`src/rtl/bcd_pkg.sv`:
```
// bcd_pkg: shared BCD digit limits and nibble validity check
package bcd_pkg;
  localparam logic [3:0] BCD_MAX = 4'd9;
  localparam logic [3:0] BCD_MIN = 4'd0;
  function automatic logic is_bcd(input logic [3:0] n);
    return n <= BCD_MAX;
  endfunction
endpackage

```
`src/rtl/bcd_digit.sv`:
```
// bcd_digit: one up/down BCD digit; ports CLK, Reset_n, Tin (advance), Up, Ld, Din -> Dout, Tout (terminal carry/borrow)
module bcd_digit
  import bcd_pkg::*;
(
  input  logic       CLK,
  input  logic       Reset_n,
  input  logic       Tin,
  input  logic       Up,
  input  logic       Ld,
  input  logic [3:0] Din,
  output logic [3:0] Dout,
  output logic       Tout
);
  logic [3:0] dout_q, dout_d;
  logic       at_end;
  always_comb begin
    at_end = Up ? (dout_q == BCD_MAX) : (dout_q == BCD_MIN);
    Tout   = Tin & at_end;
    dout_d = Ld      ? Din :
             !Tin    ? dout_q :
             at_end  ? (Up ? BCD_MIN : BCD_MAX) :
             Up      ? dout_q + 4'd1 : dout_q - 4'd1;
  end
  always_ff @(posedge CLK or negedge Reset_n)
    if (!Reset_n) dout_q <= BCD_MIN;
    else          dout_q <= dout_d;
  assign Dout = dout_q;
endmodule

```
`src/rtl/bcd_counter_n.sv`:
```
// bcd_counter_n: DIGITS-digit up/down BCD counter; ports CLK, Reset_n, En, Up, Load, D -> Q, Tc (comb terminal count), Err (rejected-load pulse)
module bcd_counter_n
  import bcd_pkg::*;
#(
  parameter int DIGITS = 4,
  parameter bit WRAP   = 1'b1
) (
  input  logic                  CLK,
  input  logic                  Reset_n,
  input  logic                  En,
  input  logic                  Up,
  input  logic                  Load,
  input  logic [4*DIGITS-1:0]   D,
  output logic [4*DIGITS-1:0]   Q,
  output logic                  Tc,
  output logic                  Err
);
  logic [DIGITS-1:0] carry;
  logic              d_ok, all_max, all_min, term, ld, tin0, err_d, err_q, last_tout_unused;
  always_comb begin
    d_ok    = 1'b1;
    all_max = 1'b1;
    all_min = 1'b1;
    for (int i = 0; i < DIGITS; i++) begin
      d_ok    = d_ok & is_bcd(D[4*i+:4]);
      all_max = all_max & (Q[4*i+:4] == BCD_MAX);
      all_min = all_min & (Q[4*i+:4] == BCD_MIN);
    end
    term  = Up ? all_max : all_min;
    Tc    = En & ~Load & term;
    ld    = Load & d_ok;
    // saturating build withholds the advance at terminal count so Q holds
    tin0  = En & ~Load & (WRAP | ~term);
    err_d = Load & ~d_ok;
  end
  assign carry[0] = tin0;
  for (genvar i = 0; i < DIGITS; i++) begin : g_dig
    if (i < DIGITS - 1) begin : g_mid
      bcd_digit u_dig (
        .CLK(CLK), .Reset_n(Reset_n), .Tin(carry[i]), .Up(Up), .Ld(ld),
        .Din(D[4*i+:4]), .Dout(Q[4*i+:4]), .Tout(carry[i+1])
      );
    end else begin : g_last
      bcd_digit u_dig (
        .CLK(CLK), .Reset_n(Reset_n), .Tin(carry[i]), .Up(Up), .Ld(ld),
        .Din(D[4*i+:4]), .Dout(Q[4*i+:4]), .Tout(last_tout_unused)
      );
    end
  end
  always_ff @(posedge CLK or negedge Reset_n)
    if (!Reset_n) err_q <= 1'b0;
    else          err_q <= err_d;
  assign Err = err_q;
endmodule

```
`config.mk`:
```
export PLATFORM = sky130hd
export DESIGN_NAME = bcd_counter_n
export DESIGN_NICKNAME = d
export VERILOG_FILES = /design/src/rtl/bcd_pkg.sv /design/src/rtl/bcd_digit.sv /design/src/rtl/bcd_counter_n.sv
export SDC_FILE = /design/constraint.sdc
export NUM_CORES = 1
export LEC_CHECK = 0
export CAP_MARGIN = 30
export CORE_ASPECT_RATIO = 0.6
export CORE_UTILIZATION = 52
export DETAILED_ROUTE_END_ITERATION = 8
export PLACE_DENSITY = 0.85
export SLEW_MARGIN = 20
export SYNTH_ARGS = -nofsm -noshare
export SYNTH_HDL_FRONTEND = slang
export SYNTH_HIERARCHICAL = 1
export SYNTH_SLANG_ARGS = --single-unit
export TNS_END_PERCENT = 50
```
`constraint.sdc`:
```
create_clock -name CLK -period 6.5 [get_ports CLK]
set_input_delay 0.65 -clock CLK [delete_from_list [all_inputs] [get_ports CLK]]
set_output_delay 0.65 -clock CLK [all_outputs]
set_load 0.05 [all_outputs]
```
==> key figures <==
Placed design
  • Placer congestion estimate: 0.869
  • Buffers added on ports: 38
  • DP HPWL: 2.95 mm

Clock tree
  • Worst-Skew Late Latency: 250 ps
  • Clock transition at path regs: 70 ps
  • TritonCTS clock tree: done
  • CTS sink cnt: 17
  • Clk buf depth: 2
  • Postcts setup bufs: 0
  • Total CTS buffers: 3
  • CTS root buffer: clkbuf_8
  • Hold_buf cts: 0
  • Post-CTS sizing: 0
  • H-tree depth: 1

Yosys
  • Mapped Nets: 204
  • Avg Inst Size Synth: 8.61 um2
  • Synthesized cell area: 1470 um2
  • Ys Warns: 6
  • Syn Inst Count: 171

Floorplan
  • Core area: 2590 um2
  • Initial core utilization: 56.8%
  • Die area: 3060 um2
  • Die Ht: 43.2 um
  • Io pins: 39
  • Die width: 70.7 um
  • Core Rows: 14

Min path
  • Hold/Removal Path Class: flop to flop
  • Worst Hold Path Cells: 2
  • Hold Path Sink: g_dig[3].g_last.u_dig/Dout[3]
  • Worst hold path startpoint: g_dig[3].g_last.u_dig/Dout[3]

Worst setup path
  • Critical path's top delay family: buffers and inverters
  • Buffers & Inverters on Critical Path: 4
  • Crit Reg-Reg Endpoint: g_dig[3].g_last.u_dig/Dout[2]
  • Worst-case reg-to-reg path depth: 10
  • Worst path cell trace: clkdlybuf4s50_1, and3_1, o21ai_2, nor2_1, inv_1, nor2_1, inv_1, nor2_1, inv_1, a221oi_2, a21oi_1
  • Reg2reg start: g_dig[0].g_mid.u_dig/Dout[0]
  • Flop-to-flop setup slack: 3660 ps
  • Slowest-stage cell, CP: clkdlybuf4s50_1
  • Worst setup SP type: input pin
  • Critical Path Fanout Max: 18
  • CP peak stage delay: 940 ps
  • Crit. End Element: flop
  • Critical path class: input pin to flop
  • Req. time, crit path: 6610 ps
  • Arr. time, crit path: 3780 ps

Layout
  • Most common cell after layout, fill and taps aside: clkdlybuf4s50_1
  • Most frequent cells in the layout: 38 x clkdlybuf4s50_1, 17 x dfrtp_1, 17 x a21oi_1, 15 x nor2_1, 14 x nand3_1
  • Filler cell count: 197
  • Fin nets: 244
  • Area delta synth->final: 31.3%
  • Share of cells above drive strength 1: 9.52%
  • Antenna diodes: 0

Power and ir drop
  • Switch Pwr: 0.000424 W
  • Switching Fraction: 52.3%
  • Power Density: 420 nW/um2
  • Comb pwr share: 60.0%
  • Clock share of power: 10.0%
  • Sequential group share of total power: 30.0%
  • Pleak: 0.784 nW
  • Internal Dissipation: 0.000387 W
  • VDD IR max: 290 uV
  • Final total power: 0.000811 W

Route
  • Pre-antenna DRT Iters: 6
  • Via/cell ratio: 5.97
  • WL per Instance: 16.1 um
  • Initial drt markers: 109
  • Via count: 1444
  • ANT nets after route: 0
  • Post-Route WL: 3.90 mm
  • DR DRC count: 6

STA
  • Setup-failing EPs final: 0
  • Min Clock Period, post-route: 3670 ps
  • RSZ-0062 raised after global routing: no
  • Final max-slew violation count: 0
  • Measured slew at the worst slew-check pin: 819 ps
  • Fmax: 0.273 GHz
  • Relative slew slack: 45.3%
  • Setup Skew: 0.974 ps
  • Post-route setup TNS: 0 ps
  • Final hold violation count: 0
  • Final worst path period share: 56.5%

Outcome
  • Failing checks: design-rule violations
  • Outcome: finished, violations left

Global routing
  • Initial antenna violation count: 0
  • Vias in the first global route: 1436
  • First-pass GRT wire length: 6.47 mm
  • Global route overflow: 0
  • Pin count of the biggest net entering global routing: 20
  • Total GRT Usage: 27.9%

Run
  • Max cap viols: 0
==> sequential cells by signal, indices dropped and copies added, names as in the netlist <==
signal / flops
g_dig.g_mid.u_dig/Dout: 12
g_dig.g_last.u_dig/Dout: 4
Err: 1
==> how the worst max path moves through the flow <==
stage,start,to,slack (ps),depth (start not counted)
CTS,Up,g_dig[3].g_last.u_dig/Dout[2],2900,11
global placement,Up,g_dig[3].g_last.u_dig/Dout[2],2820,11
global route,Up,g_dig[3].g_last.u_dig/Dout[2],2570,11
floorplan,En,g_dig[3].g_last.u_dig/Dout[2],3820,10
finish,Up,g_dig[3].g_last.u_dig/Dout[2],2830,11
detailed placement,Up,g_dig[3].g_last.u_dig/Dout[2],2630,11
==> per-layer routing <==
metal	part of all wire, %	vias up	routed length [um]	track usage, %
met5	0	-	0	0
met4	1.6	0	64	7.60
met3	8.2	11	318	7.13
met1	47	674	1820	36.9
li1	-	692	-	-
met2	44	67	1700	45.8
==> worst register-to-register path: cells and delay by family (launching register included) <==
| kind | cells | cell delay [ps] |
|---|---|---|
| AOI/OAI and AO/OA | 3 | 500 |
| buffers and inverters | 3 | 470 |
| DFF | 1 | 500 |
| and+or+nand+nor | 4 | 1220 |
==> layout make-up <==
| type | count | area, um2 | area share [%] |
|---|---|---|---|
| inverters | 13 | 48.8 | 2.52 |
| flip-flops and latches | 17 | 425 | 22.0 |
| repair buffers | 39 | 388 | 20.1 |
| clock buffers | 4 | 45.0 | 2.33 |
| multi-input cells | 137 | 986 | 51.0 |
| well taps | 32 | 40.0 | 2.07 |
==> power by group through the flow <==
stage / registers [W] / logic, W / clock network, W
CTS: 0.000240 / 0.000485 / 0.0000829
global route: 0.000250 / 0.000523 / 0.0000887
finish: 0.000243 / 0.000487 / 0.0000812
detailed placement: 0.000242 / 0.000482 / 0
global placement: 0.000236 / 0.000468 / 0
floorplan: 0.000360 / 0.000200 / 0
==> per-stage QoR <==
| stage | worst slack, ps | hold WS [ps] | std cells | utilization (%) | cell area, um2 |
|---|---|---|---|---|---|
| global placement | 2820 | 625 | 238 | 72.8 | 1890 |
| CTS | 2900 | 652 | 242 | 74.6 | 1930 |
| finish | 2830 | 652 | 242 | 74.6 | 1930 |
| global route | 2570 | 663 | 242 | 74.6 | 1930 |
| detailed placement | 2630 | 642 | 238 | 72.8 | 1890 |
| floorplan | 3820 | 354 | 171 | - | 1470 |
No activity file was read; power rests on OpenSTA's default activity.
